--- src/rtl/div_pkg.sv ---
// Shared definitions for the iterative restoring divider: default widths and FSM state encoding.
package div_pkg;

  localparam int DEF_DIV_WD = 32;
  localparam int DEF_CNT_WD = 5;

  typedef enum logic [1:0] {
    DIV_IDLE = 2'd0,
    DIV_ITER = 2'd1,
    DIV_FIX  = 2'd2,
    DIV_DONE = 2'd3
  } div_state_t;

endpackage

--- src/rtl/div_step.sv ---
// One radix-2 restoring division step: shift in the next dividend bit, trial-subtract the divisor.
module div_step import div_pkg::*; #(
  parameter int DIV_WD = DEF_DIV_WD
) (
  input  logic [DIV_WD-1:0] rem,
  input  logic              dvd_bit,
  input  logic [DIV_WD-1:0] divisor,
  output logic [DIV_WD-1:0] rem_next,
  output logic              q_bit
);

  logic [DIV_WD:0] trial;

  // rem < divisor, so rem[DIV_WD-1] can only be set after the final step; dropping it is exact.
  always_comb begin
    trial    = {1'b0, rem[DIV_WD-2:0], dvd_bit} - {1'b0, divisor};
    q_bit    = ~trial[DIV_WD];
    rem_next = q_bit ? trial[DIV_WD-1:0] : {rem[DIV_WD-2:0], dvd_bit};
  end

endmodule

--- src/rtl/div_top.sv ---
// Iterative signed/unsigned 32-bit divider: 32 restoring steps on magnitudes, one sign fix-up cycle.
module div_top import div_pkg::*; #(
  parameter int DIV_WD = DEF_DIV_WD,
  parameter int CNT_WD = DEF_CNT_WD
) (
  input  logic              div_clk,
  input  logic              reset,
  input  logic              div_valid,
  output logic              div_ready,
  input  logic              div_signed,
  input  logic [DIV_WD-1:0] src1,
  input  logic [DIV_WD-1:0] src2,
  input  logic              flush,
  output logic              result_valid,
  input  logic              result_ready,
  output logic [DIV_WD-1:0] quotient,
  output logic [DIV_WD-1:0] remainder
);

  div_state_t        state, state_next;
  logic              armed;
  logic              accept;
  logic [CNT_WD-1:0] cnt;
  logic [DIV_WD-1:0] dvd, rem, divisor;
  logic              sign_q, sign_r, zero;
  logic              s1, s2;
  logic [DIV_WD-1:0] mag1, mag2;
  logic [DIV_WD-1:0] step_rem;
  logic              step_q;

  // armed keeps div_ready low during reset without a combinational path from the reset pin.
  assign div_ready = (state == DIV_IDLE) && armed;

  always_comb begin
    s1   = div_signed & src1[DIV_WD-1];
    s2   = div_signed & src2[DIV_WD-1];
    mag1 = s1 ? -src1 : src1;
    mag2 = s2 ? -src2 : src2;
  end

  always_ff @(posedge div_clk) begin
    if (reset) state <= DIV_IDLE;
    else       state <= state_next;
  end

  always_comb begin
    state_next = state;
    accept     = 1'b0;
    if (flush) begin
      state_next = DIV_IDLE;
    end else begin
      case (state)
        DIV_IDLE: if (div_valid && armed) begin
          accept     = 1'b1;
          state_next = DIV_ITER;
        end
        DIV_ITER: if (cnt == '0) state_next = DIV_FIX;
        DIV_FIX:  state_next = DIV_DONE;
        DIV_DONE: if (result_ready) state_next = DIV_IDLE;
        default:  state_next = DIV_IDLE;
      endcase
    end
  end

  div_step #(.DIV_WD(DIV_WD)) u_step (
    .rem      (rem),
    .dvd_bit  (dvd[DIV_WD-1]),
    .divisor  (divisor),
    .rem_next (step_rem),
    .q_bit    (step_q)
  );

  always_ff @(posedge div_clk) begin
    if (reset) begin
      armed        <= 1'b0;
      cnt          <= '0;
      dvd          <= '0;
      rem          <= '0;
      divisor      <= '0;
      sign_q       <= 1'b0;
      sign_r       <= 1'b0;
      zero         <= 1'b0;
      quotient     <= '0;
      remainder    <= '0;
      result_valid <= 1'b0;
    end else begin
      armed <= 1'b1;
      if (flush) begin
        result_valid <= 1'b0;
      end else begin
        case (state)
          DIV_IDLE: if (accept) begin
            // A zero divisor keeps the raw dividend: 32 steps against 0 then return it unchanged.
            dvd     <= (src2 == '0) ? src1 : mag1;
            divisor <= mag2;
            rem     <= '0;
            sign_q  <= s1 ^ s2;
            sign_r  <= s1;
            zero    <= (src2 == '0);
            cnt     <= '1;
          end
          DIV_ITER: begin
            rem <= step_rem;
            dvd <= {dvd[DIV_WD-2:0], step_q};
            cnt <= cnt - CNT_WD'(1);
          end
          DIV_FIX: begin
            quotient     <= (sign_q && !zero) ? -dvd : dvd;
            remainder    <= (sign_r && !zero) ? -rem : rem;
            result_valid <= 1'b1;
          end
          DIV_DONE: if (result_ready) result_valid <= 1'b0;
          default: ;
        endcase
      end
    end
  end

endmodule
--- config.mk ---
export PLATFORM = sky130hd
export DESIGN_NAME = div_top
export DESIGN_NICKNAME = d
export VERILOG_FILES = /design/src/rtl/div_pkg.sv /design/src/rtl/div_step.sv /design/src/rtl/div_top.sv
export SDC_FILE = /design/constraint.sdc
export NUM_CORES = 1
export LEC_CHECK = 0
export CELL_PAD_IN_SITES_DETAIL_PLACEMENT = 0
export CELL_PAD_IN_SITES_GLOBAL_PLACEMENT = 2
export CORE_ASPECT_RATIO = 1.4
export CORE_UTILIZATION = 40
export CTS_BUF_LIST = sky130_fd_sc_hd__clkbuf_4
export DETAILED_ROUTE_END_ITERATION = 12
export DONT_BUFFER_PORTS = 1
export PLACE_DENSITY_LB_ADDON = 0.05
export SKIP_LAST_GASP = 1
export SYNTH_ARGS = -nofsm -noshare
export SYNTH_HDL_FRONTEND = slang
export SYNTH_SLANG_ARGS = --single-unit
export TNS_END_PERCENT = 5
--- constraint.sdc ---
create_clock -name div_clk -period 7.1 [get_ports div_clk]
set_input_delay 2.13 -clock div_clk [delete_from_list [all_inputs] [get_ports div_clk]]
set_output_delay 2.13 -clock div_clk [all_outputs]
set_load 0.02 [all_outputs]
# Yosys cells after proc, flatten, opt, wreduce, memory -nomap -nowiden
# Cells that the tools add are included.
totals:
  ff_bits: 172
  output_inout_bits: 66
classes:
  n_addsub: 6
  n_eq_ne: 7
  mux: 22
  bitwise: 5
  n_reduce_logical: 16
op_table:
  columns: ["operator", "n"]
  rows:
  - ["2-to-1 mux 32 bit", 8]
  - ["negation 32 bit", 4]
  - ["one-hot mux 32 bit (2 select lines)", 2]
  - ["subtractor 32 x 32 -> 33 bit", 1]
  - ["logical NOT 32 bit", 1]
  - ["one-hot mux 5 bit (2 select lines)", 1]
  - ["AND reduction 3 bit", 3]
  - ["one-hot mux 2 bit (4 select lines)", 1]
  - ["2-to-1 mux 2 bit", 3]
  - ["inequality test 2 bit, second input constant", 3]
  - ["logical NOT 5 bit", 1]
  - ["2-to-1 mux 1 bit", 5]
  - ["2-to-1 mux 5 bit", 1]
  - ["subtractor 5 x 1 -> 5 bit, second input constant", 1]
  - ["equality test 2 bit, second input constant", 2]
  - ["logical AND 1 bit", 4]
  - ["AND reduction 2 bit", 2]
  - ["nonzero test 2 bit", 2]
  - ["bitwise AND 1 bit", 2]
  - ["equality test 2 x 1 -> 1 bit, second input constant", 1]
  - ["logical NOT 2 bit", 1]
  - ["inequality test 2 x 1 -> 1 bit, second input constant", 1]
  - ["NOT 1 bit", 2]
  - ["one-hot mux 1 bit (2 select lines)", 1]
  - ["other kinds (3)", 3]

# Logic depth before layout (Yosys ltp)
# Gate-level depths: netlist (run 1).
logic_depth:
  depth_word: 6
  depth_mapped: 13
  mapped_depth_nobuf: 12

# Cells and area by module
# A second synthesis (run 1) with hierarchy kept.
unflattened:
  hier_cells: 1557
  area_unflattened_um2: 11701.2
modules_own_cells:
  columns: ["mod", "instances", "cells_each", "area_per_inst_um2", "seq_area_each_um2"]
  rows:
  - ["div_top", 1, 1201, 9479.1, 3443.3]
  - ["div_step", 1, 356, 2222.1, 0.0]

# Least setup slack after synthesis (run 1)
# Ideal clock, no wire load.
synth_path:
  kind: "input to register"
  start: "in src2[6]"
  end: "reg dvd[22]"
  arrival_ns: 4.305
  slack_ns: 2.661
  cell_stages: 10
  path_buffers: 1
  path_cell_list: "or4_4 nor4_4 nand4_1 or4_4 nor4_4 or2_1 buf_4 nor2_1 xnor2_1 o22ai_1"
synth_between:
  elab_chain_len: 4
synth_rtl:
  columns: ["item", "line_no", "text"]
  rows:
  - ["start, declared", "div_top.sv:12", "input logic [DIV_WD-1:0] src2,"]
  - ["logical NOT 32 bit", "div_top.sv:94", "dvd <= (src2 == '0) ? src1 : mag1;"]
  - ["2-to-1 mux 32 bit", "div_top.sv:94", null]
  - ["2-to-1 mux 32 bit", "div_top.sv:92", "DIV_IDLE: if (accept) begin"]
  - ["one-hot mux 32 bit (2 select lines)", "div_top.sv:91", "case (state)"]
  - ["end signal, assigned", "div_top.sv:94", null]
  - ["end signal, assigned", "div_top.sv:104", "dvd <= {dvd[DIV_WD-2:0], step_q};"]
  - ["end, declared", "div_top.sv:24", "logic [DIV_WD-1:0] dvd, rem, divisor;"]
# No other way between the ends. The select of a mux whose other input is x is not followed.
# A chain may end at the register's enable or synchronous reset.

# Final worst setup path (run 1)
layout_path:
  start: "in src2[6]"
  end: "reg dvd[7]"
# Same word-level chain as after synthesis.

==> flow_metrics.env, run 1 <==
export IMPL_cts_hold_buffers=0
export IMPL_dpl_cell_area_um2=10780
export IMPL_gp_congestion=0.8256
export IMPL_vias=9192
export IMPL_htreeDepth=4
export IMPL_synth_top_area_frac=0.3260
export IMPL_period_needed_ns=4.364
export IMPL_syn_area_um2=10560
export IMPL_die_x_um=139.3
export IMPL_fin_skew_ns=0.02423
export IMPL_postLayoutCellArea_um2=11130
export IMPL_cts_setup_buffers=0
export IMPL_drv_slew=0
export IMPL_seq_area_frac_synth=0.3260
export IMPL_numClockSinks=172
export IMPL_swShare=0.2894
export IMPL_critical_path_required_ns=7.54
export IMPL_rows=70
export IMPL_worstPathMaxFanout=12
export IMPL_avgSynthCellArea_um2=7.893
export IMPL_grt_pass1_vias=9163
export IMPL_status="completed"
export IMPL_syn2layout_area_growth_pct=5.355
export IMPL_worst_pin_slew_ns=1.163
export IMPL_io_pins=136
export IMPL_vdd_drop_max_uv=111.9
export IMPL_pwr_share_seq=0.496
export IMPL_arrival_ns=4.81
export IMPL_ctsResizeCount=0
export IMPL_grt_usage=0.2373
export IMPL_rsz0062_at_grt="false"
export IMPL_intPower_mw=1.451
export IMPL_fp_dieH_um=194.3
export IMPL_grt_ovfl_total=0
export IMPL_ctsRootBufferMaster="clkbuf_4"
export IMPL_syn_num_nets=1452
export IMPL_fill_cells=2753
export IMPL_grt_max_degree=143
export IMPL_drt_wl_total_mm=31.31
export IMPL_final_hold_violation_count=0
export IMPL_drt_pass1_iter_count=5
export IMPL_startpoint_type="input port"
export IMPL_slew_limit_headroom=0.2244
export IMPL_comb_power_share=0.165
export IMPL_cts_path_max_buffers=2
export IMPL_yosysUniqueCellTypes=63
export IMPL_place_hpwl_mm=22.88
export IMPL_min_from="divisor[25]$_SDFFE_PP0P_"
export IMPL_drv_cap=0
export IMPL_synth_largest_area_cell="dfxtp_1"
export IMPL_setup_viol=0
export IMPL_setup_tns_ns=0
export IMPL_syn_inst=1338
export IMPL_drc_errors=0
export IMPL_io_buffers=0
export IMPL_ys_top_cells_by_area="dfxtp_1, xnor2_1, a21oi_1"
export IMPL_ys_seq_elements=172
export IMPL_avgRoutedWirePerCell_um=19.20
export IMPL_core_area_um2=26010
export IMPL_critPathCaptureType="flop"
export IMPL_path_clk_slew_ns=0.13
export IMPL_synthArstFlopShare=0
export IMPL_crit_start="src2[6]"
export IMPL_max_freq_ghz=0.2291
export IMPL_r2r_start="dvd[31]$_SDFFE_PP0P_"
export IMPL_yosys_warnings=0
export IMPL_drt_iter0_markers=330
export IMPL_power_switching_mw=0.5910
export IMPL_antenna_found_initial=1
export IMPL_pwr_density_cell_nw_per_um2=183.5
export IMPL_synth_edff_count=0
export IMPL_post_route_period_util=0.6147
export IMPL_path_class="input port to flop"
export IMPL_ant_nets=0
export IMPL_p_clk_frac=0.339
export IMPL_power_leakage_nw=4.094
export IMPL_numCtsBuffers=17
export IMPL_tritoncts="yes"
export IMPL_clkLatencyLatePin_ns=0.61
export IMPL_die_area_um2=27070
export IMPL_grt_pass1_wl_mm=49.95
export IMPL_min_path_type="flop to flop"
export IMPL_final_nets=1408
export IMPL_initial_core_util=0.4060
export IMPL_drive_gt1_frac=0.04747
export IMPL_synth_ff_type="dfxtp_1"
export IMPL_viasPerCell=5.636
sequential cells by signal, summed over array words and instances, names as in the netlist:
register	flops
divisor	32
dvd	32
quotient	32
rem	32
remainder	32
cnt	5
state	2
armed	1
result_valid	1
sign_q	1
sign_r	1
zero	1
per-stage QoR:
stage            util  instances  setup WS (ns)  hold WS [ns]  power [mW]
6_report       0.4278       1631          2.736        0.4645       2.042
5_1_grt        0.4278       1631          2.603        0.4999       2.149
4_1_cts        0.4277       1630          2.798        0.4638       2.077
3_5_place_dp   0.4145       1599          2.122        0.4455       1.374
3_3_place_gp   0.4145       1599          2.151        0.4416       1.375
2_1_floorplan       -       1338          2.661        0.4319       1.298
final timing paths:
check | endpoint | slack [ns] | depth (start not counted)
worst min-delay path | divisor[25]$_SDFFE_PP0P_ | 0.46 | 2
worst max-delay path | dvd[7]$_SDFFE_PP0P_ | 2.74 | 9
worst min register to register | divisor[25]$_SDFFE_PP0P_ | 0.46 | 2
worst max register to register | rem[20]$_SDFFE_PP0P_ | 3.29 | 13
worst max-delay path, stage by stage:
cell	delay, ns
or4_4	0.55
nor4_4	0.24
nand4_1	0.22
or4_4	0.51
nor4_4	0.26
or2_1	0.51
nor2_1	0.12
xnor2_1	0.16
o22ai_1	0.09
final cells by class:
type                            count  area, um^2  area share
Sequential cell                   172        3443      0.3095
Timing Repair Buffer               11       82.58    0.007422
Antenna cell                        1       2.502   0.0002249
Clock inverter                     11       191.4     0.01720
Clock buffer                       20       150.1     0.01349
Multi-Input combinational cell   1031        6623      0.5952
Tap cell                          324       405.4     0.03643
Inverter                           61       229.0     0.02058
cells by family (layout without fill, tap and decap cells):
group / Yosys count / after routing / share of synthesized area
simple gates: 422 / 422 / 0.1949
compound gates: 398 / 398 / 0.2349
flops: 172 / 172 / 0.3260
xor+xnor: 139 / 139 / 0.1153
buf+inv: 135 / 103 / 0.04928
fa+ha+maj: 44 / 44 / 0.05284
mux: 28 / 28 / 0.02677
other cells: 0 / 1 / 0
synth_stat cells (5+ instances only):
cell type  instances
nand4_1            5
a311oi_1          15
a32oi_1            6
a31oi_1           11
xor2_1            62
clkbuf_1          69
o22ai_1           31
nor3_1            19
a21o_1             9
o41ai_1            8
dfxtp_1          172
ha_1              43
a21oi_1          127
o31ai_1           16
xnor2_1           77
or4_1              5
and2_1             7
nor2b_1            8
nand3_1           14
nand2b_1          12
or3_1             17
nand2_1          103
nor2_1           153
and3_1            33
o21ai_0           73
nor4_1            20
a211oi_1          76
mux2i_1           26
inv_1             61
metal layers:
metal / part of all wire / vias up / GRT usage / routed length [um]
met5: 0 / - / 0 / 0
met1: 0.38 / 4291 / 0.2434 / 11790
met4: 0.033 / 0 / 0.09877 / 1045
li1: - / 4707 / - / -
met2: 0.55 / 156 / 0.4597 / 17340
met3: 0.036 / 38 / 0.04791 / 1137
layout by cell type, fill, tap and decap left out, types with 5 or more instances in the layout:
master,netlist,layout
dfxtp_1,172,172
nor2_1,153,152
a21oi_1,127,126
nand2_1,103,103
xnor2_1,77,77
a211oi_1,76,76
o21ai_0,73,73
xor2_1,62,62
inv_1,61,61
ha_1,43,43
and3_1,33,33
o22ai_1,31,31
mux2i_1,26,26
nor4_1,20,20
clkbuf_4,0,20
nor3_1,19,19
or3_1,17,17
o31ai_1,16,16
a311oi_1,15,15
nand3_1,14,14
nand2b_1,12,12
a31oi_1,11,11
buf_4,1,11
a21o_1,9,9
o41ai_1,8,8
and2_1,7,7
nor2b_1,8,7
a32oi_1,6,6
or4_1,5,5
nand4_1,5,5
bufinv_16,0,5
power groups by stage:
stage               Combinational [mW]  Clock [mW]  Sequential [mW]
detailed placement               0.339           0             1.03
CTS                              0.340       0.723             1.01
global placement                 0.340           0             1.03
finish                           0.336       0.692             1.01
floorplan                        0.271           0             1.03
global route                     0.373       0.758             1.02
(Power assumes the default switching activity.)
==> inputs of run 2 (changes only) <==
ABC_AREA = 1   (was not set)
CORE_UTILIZATION = 32   (was 40)
clock period = 4 ns   (was 7.1 ns; I/O delays follow)
==> run 2 against run 1 <==
  * Worst setup slack got worse by 1.9 ns
  * Die area rose by 54%
  * Non-clock buffer count grew 4
  * Power increased by 94%
  * Sequential share of layout area down 6.0 points
  * Register-to-register slack got worse by 2.4 ns
  * Global-route usage grew 0.75 points
  * Sequential power rose by 85%
  * Critical path depth grew 7
  * Clock skew is 0.0021 ns higher
  * Utilization decreased by 8.5 points
  * Combinational power grew to 3.1 times the previous value
==> flow_metrics.env, run 2 <==
export IMPL_final_nets=2265
export IMPL_avgRoutedWirePerCell_um=18.78
export IMPL_worstPathMaxFanout=33
export IMPL_final_cell_mix="nand2_1, inv_1, nand3_1"
export IMPL_ctsResizeCount=0
export IMPL_die_area_um2=41660
export IMPL_startpoint_type="flop"
export IMPL_htreeDepth=4
export IMPL_io_pins=136
export IMPL_drt_wl_total_mm=50.70
export IMPL_synth_top_area_frac=0.2635
export IMPL_vdd_drop_max_uv=155.5
export IMPL_numClockSinks=172
export IMPL_yosysUniqueCellTypes=52
export IMPL_critPathCaptureType="flop"
export IMPL_power_leakage_nw=6.687
export IMPL_synthArstFlopShare=0
export IMPL_drt_iter0_markers=759
export IMPL_gp_congestion=0.9101
export IMPL_antenna_found_initial=1
export IMPL_io_buffers=0
export IMPL_synth_most_common_cell="nand2_1"
export IMPL_syn_num_nets=2307
export IMPL_ys_top_cells_by_area="dfxtp_1, nand2_1, inv_1"
export IMPL_seq_area_frac_synth=0.2635
export IMPL_dr_wl_met2_mm=28.12
export IMPL_ant_nets=0
export IMPL_synth_edff_count=0
export IMPL_layout_commonest_cell="nand2_1"
export IMPL_tritoncts="yes"
export IMPL_initial_core_util=0.3244
export IMPL_drive_gt1_frac=0.04529
export IMPL_synth_commonest_cells="nand2_1, inv_1, nand3_1, nor2_1, dfxtp_1"
export IMPL_ys_seq_elements=172
export IMPL_syn2layout_area_growth_pct=5.506
export IMPL_synth_largest_area_cell="dfxtp_1"
export IMPL_ctsRootBufferMaster="clkbuf_4"
export IMPL_period_needed_ns=3.125
export IMPL_final_hold_violation_count=0
export IMPL_setup_viol=0
export IMPL_core_area_um2=40280
export IMPL_fill_cells=4644
export IMPL_grt_max_degree=110
export IMPL_drt_pass1_iter_count=7
export IMPL_wl_met3_mm=1.821
export IMPL_rows=87
export IMPL_path_clk_slew_ns=0.17
export IMPL_status="completed"
export IMPL_fin_ws_ns=0.8752
export IMPL_setup_tns_ns=0
export IMPL_highest_layer="met4"
export IMPL_worst_pin_slew_ns=0.7315
export IMPL_slew_limit_headroom=0.5116
export IMPL_syn_area_um2=13070
export IMPL_fin_skew_ns=0.02634
export IMPL_pre_cts_slack_ns=0.4391
export IMPL_wl_met1_mm=18.96
export IMPL_viasPerCell=4.939
export IMPL_yosys_warnings=0
export IMPL_drv_cap=0
export IMPL_numCtsBuffers=17
export IMPL_critical_path_required_ns=4.59
export IMPL_clkLatencyLatePin_ns=0.66
export IMPL_synth_ff_type="dfxtp_1"
export IMPL_fp_dieH_um=241.1
export IMPL_cts_path_max_buffers=2
export IMPL_min_path_type="flop to flop"
export IMPL_rsz0062_at_grt="false"
export IMPL_arrival_ns=3.72
export IMPL_syn_inst=2193
export IMPL_grt_pass1_vias=13062
export IMPL_cts_setup_buffers=0
export IMPL_drv_slew=0
export IMPL_grt_ovfl_total=0
export IMPL_path_class="flop to flop"
export IMPL_grt_pass1_wl_mm=76.92
export IMPL_pwr_density_cell_nw_per_um2=286.9
export IMPL_cts_hold_buffers=0
export IMPL_drc_errors=0
export IMPL_max_freq_ghz=0.3200
export IMPL_avgSynthCellArea_um2=5.959
export IMPL_grt_usage=0.2448
export IMPL_post_route_period_util=0.7812
export IMPL_vias=13331
export IMPL_die_x_um=172.8
export IMPL_place_hpwl_mm=40.64
-- run 2: final cells by class --
class	count	area, um^2	share of cell area
multi-input combinational	1537	7739	0.5613
sequential	172	3443	0.2497
inverter	408	1536	0.1114
tap	534	668.1	0.04846
clock inverter	15	145.1	0.01053
clock buffer	17	127.6	0.009257
timing repair buffer	15	125.1	0.009075
antenna	1	2.502	0.0001815
-- run 2: kinds of logic after synthesis --
group,share of synthesized area
simple gates,0.3498
buf+inv,0.1455
compound gates,0.1543
flops,0.2635
xor+xnor,0.04424
fa+ha+maj,0.04270
-- run 2: final timing paths --
kind | startpoint | to | slack [ns] | cells after the start
max reg2reg | dvd[31]$_SDFFE_PP0P_ | rem[23]$_SDFFE_PP0P_ | 0.88 | 16
min reg2reg | rem[31]$_SDFFE_PP0P_ | rem[31]$_SDFFE_PP0P_ | 0.49 | 2
min | rem[31]$_SDFFE_PP0P_ | rem[31]$_SDFFE_PP0P_ | 0.49 | 2
max | dvd[31]$_SDFFE_PP0P_ | rem[23]$_SDFFE_PP0P_ | 0.88 | 16
-- run 2: through the flow --
step | util | hold slack [ns] | area, um^2 | cells | power (mW)
after floorplan | - | 0.4392 | 13070 | 2193 | 2.652
after global placement | 0.3355 | 0.4576 | 13510 | 2666 | 2.945
after detailed placement | 0.3355 | 0.4660 | 13510 | 2666 | 2.947
after CTS | 0.3422 | 0.4882 | 13780 | 2698 | 4.022
after global routing | 0.3423 | 0.5138 | 13790 | 2699 | 4.204
final | 0.3423 | 0.4929 | 13790 | 2699 | 3.956
-- run 2: power breakdown --
part | internal (mW) | leakage (nW) | switching [mW]
logic | 0.314 | 5.14 | 0.715
clock network | 0.282 | 0.148 | 0.777
registers | 1.78 | 1.40 | 0.0854
total | 2.38 | 6.69 | 1.58
-- run 2: metal layers --
layer | vias to the layer above | track usage
li1 | 6903 | -
met1 | 6108 | 0.2442
met2 | 250 | 0.4982
met3 | 70 | 0.03765
met4 | 0 | 0.09949
met5 | - | 0
-- run 2: worst max-delay path, stage by stage, from the launching register on --
cell and delay, ns:
dfxtp_1 0.45, inv_1 0.16, ha_1 0.22, fa_1 0.40, inv_1 0.12, nand2_1 0.06
nand2_1 0.11, nand3_1 0.09, nand2_1 0.19, nand2_1 0.09, nand2_2 0.11, nand2_4 0.24
nand2_8 0.33, nand2_4 0.16, o21ai_1 0.13, nand2_1 0.08, a21oi_2 0.10
